**config.mk**
```make
export PLATFORM = sky130hd
export DESIGN_NAME = bit_stream_serializer
export DESIGN_NICKNAME = d
export VERILOG_FILES = /design/src/rtl/bit_stream_serializer.sv
export SDC_FILE = /design/constraint.sdc
export NUM_CORES = 1
export LEC_CHECK = 0
export CORE_AREA = 4 4 55 57
export CTS_CLUSTER_SIZE = 40
export DETAILED_ROUTE_END_ITERATION = 12
export DIE_AREA = 0 0 59 61
export PLACE_DENSITY = 0.76
export REMOVE_ABC_BUFFERS = 1
export SLEW_MARGIN = 20
export SYNTH_ARGS = -nofsm -noshare
export SYNTH_HDL_FRONTEND = slang
export SYNTH_SLANG_ARGS = --single-unit
```
**constraint.sdc**
```tcl
create_clock -name clock -period 1.7 [get_ports clock]
set_clock_uncertainty 0.15 [all_clocks]
set_input_delay 0.51 -clock clock [delete_from_list [all_inputs] [get_ports clock]]
set_output_delay 0.51 -clock clock [all_outputs]
set_load 0.02 [all_outputs]
```
**src/rtl/bit_stream_serializer.sv**
```systemverilog
// Parallel-to-serial converter, MSB first, one bit per shift_en strobe. A one-word holding
// register with valid/ready lets the next word follow the current LSB with no idle bit.
module bit_stream_serializer #(
    parameter int unsigned WIDTH    = 8,
    parameter logic        IDLE_BIT = 1'b0
) (
    input  logic             clock,
    input  logic             reset,
    input  logic [WIDTH-1:0] data_in,
    input  logic             data_valid,
    output logic             data_ready,
    input  logic             shift_en,
    output logic             serial_out,
    output logic             serial_active,
    output logic             word_done
);

    localparam int unsigned   CntW    = (WIDTH > 1) ? $clog2(WIDTH) : 1;
    localparam logic [CntW-1:0] LastCnt = CntW'(WIDTH - 1);

    typedef enum logic {StIdle, StShift} state_e;

    state_e            r_state;
    state_e            w_state_next;
    logic [WIDTH-1:0]  r_hold;
    logic              r_hold_full;
    logic [WIDTH-1:0]  r_shift;
    logic [CntW-1:0]   r_bit_cnt;
    logic              r_serial_out;
    logic              r_serial_active;
    logic              r_word_done;

    logic [WIDTH-1:0]  w_shift_next;
    logic [CntW-1:0]   w_cnt_next;
    logic              w_out_next;
    logic              w_active_next;
    logic              w_done_next;
    logic              w_last;
    logic              w_transfer;
    logic              w_accept;

    assign w_last     = (r_bit_cnt == LastCnt);
    assign w_transfer = shift_en && r_hold_full && ((r_state == StIdle) || w_last);
    assign w_accept   = data_valid && !r_hold_full;

    assign data_ready    = !r_hold_full;
    assign serial_out    = r_serial_out;
    assign serial_active = r_serial_active;
    assign word_done     = r_word_done;

    always_ff @(posedge clock or posedge reset) begin
        if (reset) begin
            r_state <= StIdle;
        end else begin
            r_state <= w_state_next;
        end
    end

    always_comb begin
        w_state_next = r_state;
        if (shift_en) begin
            unique case (r_state)
                StIdle:  if (r_hold_full) w_state_next = StShift;
                StShift: if (w_last && !r_hold_full) w_state_next = StIdle;
                default: w_state_next = StIdle;
            endcase
        end
    end

    // Registered outputs are computed one edge ahead so they line up with the shifter.
    always_comb begin
        w_shift_next  = r_shift;
        w_cnt_next    = r_bit_cnt;
        w_out_next    = r_serial_out;
        w_active_next = r_serial_active;
        w_done_next   = r_word_done;
        if (w_transfer) begin
            w_shift_next  = r_hold;
            w_cnt_next    = '0;
            w_out_next    = r_hold[WIDTH-1];
            w_active_next = 1'b1;
            w_done_next   = 1'b0;
        end else if (shift_en && (r_state == StShift)) begin
            if (!w_last) begin
                // Rotate rather than shift; the wrapped bit is never observed.
                w_shift_next  = {r_shift[WIDTH-2:0], r_shift[WIDTH-1]};
                w_cnt_next    = r_bit_cnt + CntW'(1);
                w_out_next    = r_shift[WIDTH-2];
                w_done_next   = ((r_bit_cnt + CntW'(1)) == LastCnt);
            end else begin
                w_out_next    = IDLE_BIT;
                w_active_next = 1'b0;
                w_done_next   = 1'b0;
            end
        end
    end

    always_ff @(posedge clock or posedge reset) begin
        if (reset) begin
            r_hold      <= '0;
            r_hold_full <= 1'b0;
        end else if (w_accept) begin
            r_hold      <= data_in;
            r_hold_full <= 1'b1;
        end else if (w_transfer) begin
            r_hold_full <= 1'b0;
        end
    end

    always_ff @(posedge clock or posedge reset) begin
        if (reset) begin
            r_shift         <= '0;
            r_bit_cnt       <= '0;
            r_serial_out    <= IDLE_BIT;
            r_serial_active <= 1'b0;
            r_word_done     <= 1'b0;
        end else begin
            r_shift         <= w_shift_next;
            r_bit_cnt       <= w_cnt_next;
            r_serial_out    <= w_out_next;
            r_serial_active <= w_active_next;
            r_word_done     <= w_done_next;
        end
    end

endmodule
```
==> results of run 1 <==
cells in the final DEF, fill, tap and decap left out, types with 2 or more instances in the layout:
master,instances
a21oi_1,2
a31oi_1,7
and3b_1,7
buf_4,10
clkbuf_2,2
clkbuf_4,3
clkdlybuf4s50_1,11
dfrtp_1,24
ha_1,2
inv_1,4
mux2_2,8
nand2_1,3
nand3b_1,2
nor2_1,2
o21ai_0,4
o2bb2ai_1,9
kinds of logic (layout without fill, tap and decap cells):
| family | after synthesis | in the layout | share of synthesized area [%] |
|---|---|---|---|
| and+or+nand+nor | 21 | 21 | 12.31 |
| buffers and inverters | 12 | 34 | 6.097 |
| AOI/OAI and AO/OA | 27 | 28 | 17.07 |
| muxes | 8 | 8 | 7.983 |
| adders and majority gates | 3 | 3 | 3.326 |
| DFF | 24 | 24 | 53.22 |
registers in the layout (all words and copies together), names as in the netlist:
signal	cells
r_bit_cnt	3
r_hold	8
r_shift	8
r_hold_full	1
serial_out	1
serial_active	1
r_state	1
word_done	1
cell type report:
| cell class | instances | area [um2] | area share [%] |
|---|---|---|---|
| inverters | 5 | 18.77 | 1.343 |
| multi-input cells | 60 | 494.2 | 35.36 |
| flip-flops and latches | 24 | 600.6 | 42.97 |
| repair buffers | 25 | 210.2 | 15.04 |
| well taps | 30 | 37.54 | 2.686 |
| clock buffers | 4 | 36.28 | 2.596 |
layer usage:
| layer | up-vias | part of all wire [%] |
|---|---|---|
| li1 | 395 | - |
| met1 | 422 | 45 |
| met2 | 13 | 51 |
| met3 | 0 | 4.0 |
| met4 | 0 | 0 |
| met5 | - | 0 |
stage by stage:
step                setup TNS (ns)  instances
finish                           0        148
global route              -0.03172        148
CTS                              0        147
detailed placement          -2.870        143
global placement            -2.380        143
floorplan                 -0.01809         88
power breakdown:
part	switching (mW)	total, mW	internal (mW)	leakage, nW
Sequential	0.138	0.963	0.824	0.297
Clock	0.167	0.297	0.131	0.0210
Combinational	0.430	0.879	0.449	0.310
worst paths after layout:
check                              from            to  slack, ns  depth (start not counted)
max in group asynchronous         reset    r_shift[6]       0.79                          3
max reg2reg                r_bit_cnt[0]  r_bit_cnt[2]       0.06                          5
max                           word_done     word_done       0.05                          1
min reg2reg                  r_shift[5]    r_shift[5]       0.35                          1
min in group asynchronous         reset     word_done       0.37                          3
min                          r_shift[5]    r_shift[5]       0.35                          1
timing repair:
item | CTS | global route
endpoints found under the hold margin | 0 | 0
setup endpoints to repair | 16 | 9
pin swaps | 0 | 3
cloned | 0 | 1
resized for setup | 13 | 5
==> results.toml, run 1 <==
[yosys]
synth_common_cells = "dfrtp_1, o2bb2ai_1, mux2_2"
synth.area.top_cells = "dfrtp_1, mux2_2, o2bb2ai_1"
synth_top_area_share_pct = 53.22
synthFlopType = "dfrtp_1"
yosys_warnings = 0
ys_seq_area_share_pct = 53.22
yosysMostFrequentCell = "dfrtp_1"
netlist_area_mm2 = 0.001129
synth_cells = 95
synth_edf_count = 0
ys_ff_latch = 24
syn_area_per_cell_um2 = 11.88
async_flop_share_pct = 100.0
ys_types = 27
yosysTopAreaCell = "dfrtp_1"

[pwr]
irDropWorstVdd_mv = 1.022
p_per_area_mw_per_mm2 = 1530
p_leak_nw = 0.6288
p_total_mw = 2.139

[timing]
holdWs_ns = 0.3507
max_slew_margin_pct = 73.61
min_period_over_period_pct = 97.20
setup_viol_count_final = 0
fin_crit_ns = 1.652
finalHoldViolCount = 0
finalMaxSlewViolations = 0
worst_slack_ns = 0.04768
max_freq_ghz = 0.6052
rsz0062_at_grt = "true"
worstMarginPinSlew_ns = 0.3917

[clock_network]
clk_latency_ns = 0.31
clock-root-buffer = "clkbuf_4"
cts.clk_slew.worst_paths_ns = 0.13
ctsHoldBuffers = 0
clock_path_buffers = 2
cts_buffers = 3
cts_tree = "yes"
htree_levels = 1
post_cts_buffers = 0
clock-sinks = 24

[die]
coreArea_mm2 = 0.002477
die-width_um = 59
rows = 18
die-area_mm2 = 0.003599
io-pin-count = 16
die_y_um = 61
initial_core_util_pct = 45.56

[layout]
design_area_mm2 = 0.001398
layout.nets = 134
nFillCells = 217
area_delta_synth_final_pct = 23.84
layout-drive-gt1-share_pct = 26.27
final_util_pct = 56.41
diodes = 0

[global_route]
grt_most_used_layer = "met2"
first_global_vias = 873
grt_max_degree = 25
antenna_found_initial = 0
met1_usage_pct = 16.62
grt-ovfl-total = 0
use_met2_pct = 24.76
gr-usage-all-layers_pct = 13.91
met3_usage_pct = 2.553
grt_pass1_wl_mm = 3.801

[routing]
drt_first_pass_iters = 4
via_per_inst = 5.608
drtIter0Drc = 24
wl_per_cell_um = 15.29
wirelength_mm = 2.263
vias = 830
ant_nets = 0
drcViolationCount = 0

[critical_path]
arrival_ns = 0.99
start_kind = "register"
critPathKind = "register to output port"
cp-end-kind = "output port"
cpPeakStageDelay_ns = 0.40
required_ns = 1.04
cp_max_fo = 2
path_cells = "clkdlybuf4s15_1"
crit_family = "flip-flops"
cp_slowest_cell = "dfrtp_1"
cp.buffers_inverters = 1

[placement]
place_congestion = 0.7757
port_buffers = 15
dp_hpwl_mm = 1.570
placed_cell_area_mm2 = 0.001341
preCtsSetupSlack_ns = -0.1802

[run_status]
status = "finished clean"

[run]
drv_cap = 0

[worst_hold_path]
hp-class = "register to register"
No activity file was read; power rests on OpenSTA's default activity.
==> run 2, diff against run 1 <==
Settings changed: CORE_AREA 4 4 55 57 to 4 4 52 54, DIE_AREA 0 0 59 61 to 0 0 56 58, PLACE_DENSITY 0.76 to 0.8.
Clock period 1.7 ns to 1.9 ns, I/O delays scaled along.
==> run 2 against run 1 <==
Worst setup slack gained 0.027 ns; utilization grew 5.0 points; worst hold slack lost 0.0072 ns; clock-buffer cell count is the same; non-clock buffer count shrank 3; highest routed layer is now met4; first-iteration DRC count shrank 67%; sequential share of layout area grew 1.3 points.
==> results.toml, run 2 (synthesis gave the netlist of run 1 again) <==
[run]
drv_cap = 0

[clock_network]
clock_path_buffers = 2
cts_tree = "yes"
cts.clk_slew.worst_paths_ns = 0.13
post_cts_buffers = 0
htree_levels = 1
clock-root-buffer = "clkbuf_4"
cts_buffers = 3
clk_latency_ns = 0.31
clock-sinks = 24

[timing]
finalHoldViolCount = 0
fin_crit_ns = 1.825
setup_viol_count_final = 0
finalMaxSlewViolations = 0
max_slew_margin_pct = 74.79
worstMarginPinSlew_ns = 0.3781
max_freq_ghz = 0.5478
rsz0062_at_grt = "false"
min_period_over_period_pct = 96.08
worst_slack_ns = 0.07451

[layout]
final_util_pct = 61.37
layout.nets = 130
nFillCells = 187
final_common_cell = "dfrtp_1"
largest_registers = "r_hold x8, r_shift x8, r_bit_cnt x3"
area_delta_synth_final_pct = 20.29
diodes = 0
layout_common_cells = "dfrtp_1, clkdlybuf4s50_1, o2bb2ai_1, mux2_2"
layout-drive-gt1-share_pct = 18.42

[placement]
place_congestion = 0.7800
port_buffers = 15
dp_hpwl_mm = 1.501
preCtsSetupSlack_ns = -0.05748

[critical_path]
arrival_ns = 1.11
critPathKind = "register to output port"
r2r-end = "serial_out"
required_ns = 1.18
worst_r2r_path_depth = 5
start_kind = "register"
r2r_slack_ns = 0.11
cp-end-kind = "output port"
timing.rr.start = "r_bit_cnt[0]"
worstSetupStartpoint = "r_hold_full"
cp_max_fo = 2

[pwr]
p_leak_nw = 0.6218
irDropWorstVdd_mv = 0.7699
comb_power_share_pct = 38.2
p_clk_share_pct = 14.4
p_seq_share_pct = 47.4
switching_share_pct = 33.78
switchingPower_mw = 0.6182
p_total_mw = 1.830
p_int_mw = 1.212
p_per_area_mw_per_mm2 = 1348

[run_status]
status = "finished clean"

[global_route]
antenna_found_initial = 0
grt_max_degree = 25
first_global_vias = 765
grt-ovfl-total = 0
gr-usage-all-layers_pct = 13.87
grt_pass1_wl_mm = 3.588

[routing]
wl_per_cell_um = 14.82
wirelength_mm = 2.104
drcViolationCount = 0
vias = 794
drt_first_pass_iters = 4
drtIter0Drc = 8
ant_nets = 0
via_per_inst = 5.592

[worst_hold_path]
hold_start = "word_done"
hp-class = "register to register"
hold_end = "word_done"
hold_depth = 2

[die]
coreArea_mm2 = 0.002212
initial_core_util_pct = 51.02
die-area_mm2 = 0.003248
die_y_um = 58
io-pin-count = 16
rows = 17
die-width_um = 56
[run 2: cell types whose count changed in the layout (fill, tap and decap cells not counted), sizes merged]
cell / delta
buf: -4
dlygate4sd2: +4
clkbuf: -2
clkdlybuf4s15: -1
o21ai: -1
[run 2: timing repair]
action,CTS,global route
hold endpoints to repair,0,0
gates resized for setup,4,2
endpoints found under the setup margin,4,12
hold buffers,0,0
[run 2: worst max-delay path, cell delays in order (launching register included)]
cell	delay (ns)
dfrtp_1	0.40
inv_1	0.07
dlygate4sd2_1	0.33
[run 2: area by class of cell]
type	count	area [um2]	share of cell area (%)
sequential	24	600.6	44.24
multi-input combinational	59	469.2	34.56
timing repair buffer	22	197.7	14.56
clock buffer	4	36.28	2.673
tap	28	35.03	2.581
inverter	5	18.77	1.382
[run 2: worst max-delay path by stage]
stage / to / slack (ns) / cells past startpoint
floorplan: r_bit_cnt[2] / 0.18 / 5
global placement: r_hold[1] / -0.03 / 4
detailed placement: r_hold[1] / -0.06 / 4
CTS: serial_out / 0.008 / 5
global route: data_ready / 0.006 / 2
finish: data_ready / 0.07 / 2
[run 2: power groups by stage]
stage	Sequential (mW)	Clock (mW)	Combinational, mW
final	0.868	0.263	0.699
after detailed placement	0.883	0	0.722
after CTS	0.870	0.272	0.700
after global placement	0.871	0	0.689
after global routing	0.898	0.296	0.780
after floorplan	0.894	0	0.438
[run 2: stage by stage]
step	TNS, ns	hold WS [ns]	area, um2	instances
2_1_floorplan	0	0.2986	1079	88
5_1_grt	0	0.3614	1358	142
3_3_place_gp	-0.2336	0.3124	1316	138
3_5_place_dp	-0.4342	0.3204	1316	138
4_1_cts	0	0.3500	1348	142
6_report	0	0.3435	1358	142
[run 2: per-layer routing]
| layer | part of all wire (%) | vias to the layer above | global-route usage [%] |
|---|---|---|---|
| met1 | 45 | 389 | 18.37 |
| met4 | 0.62 | 0 | 5.085 |
| met3 | 5.2 | 2 | 2.450 |
| li1 | - | 387 | - |
| met2 | 49 | 16 | 22.87 |
| met5 | 0 | - | 0 |
==> run 3, diff against run 2 <==
Settings changed: ABC_AREA from default to 0, GPL_TIMING_DRIVEN from default to 1.
==> results of run 3 <==
Same layout as run 2: the final DEF is identical, and so are final timing and power.
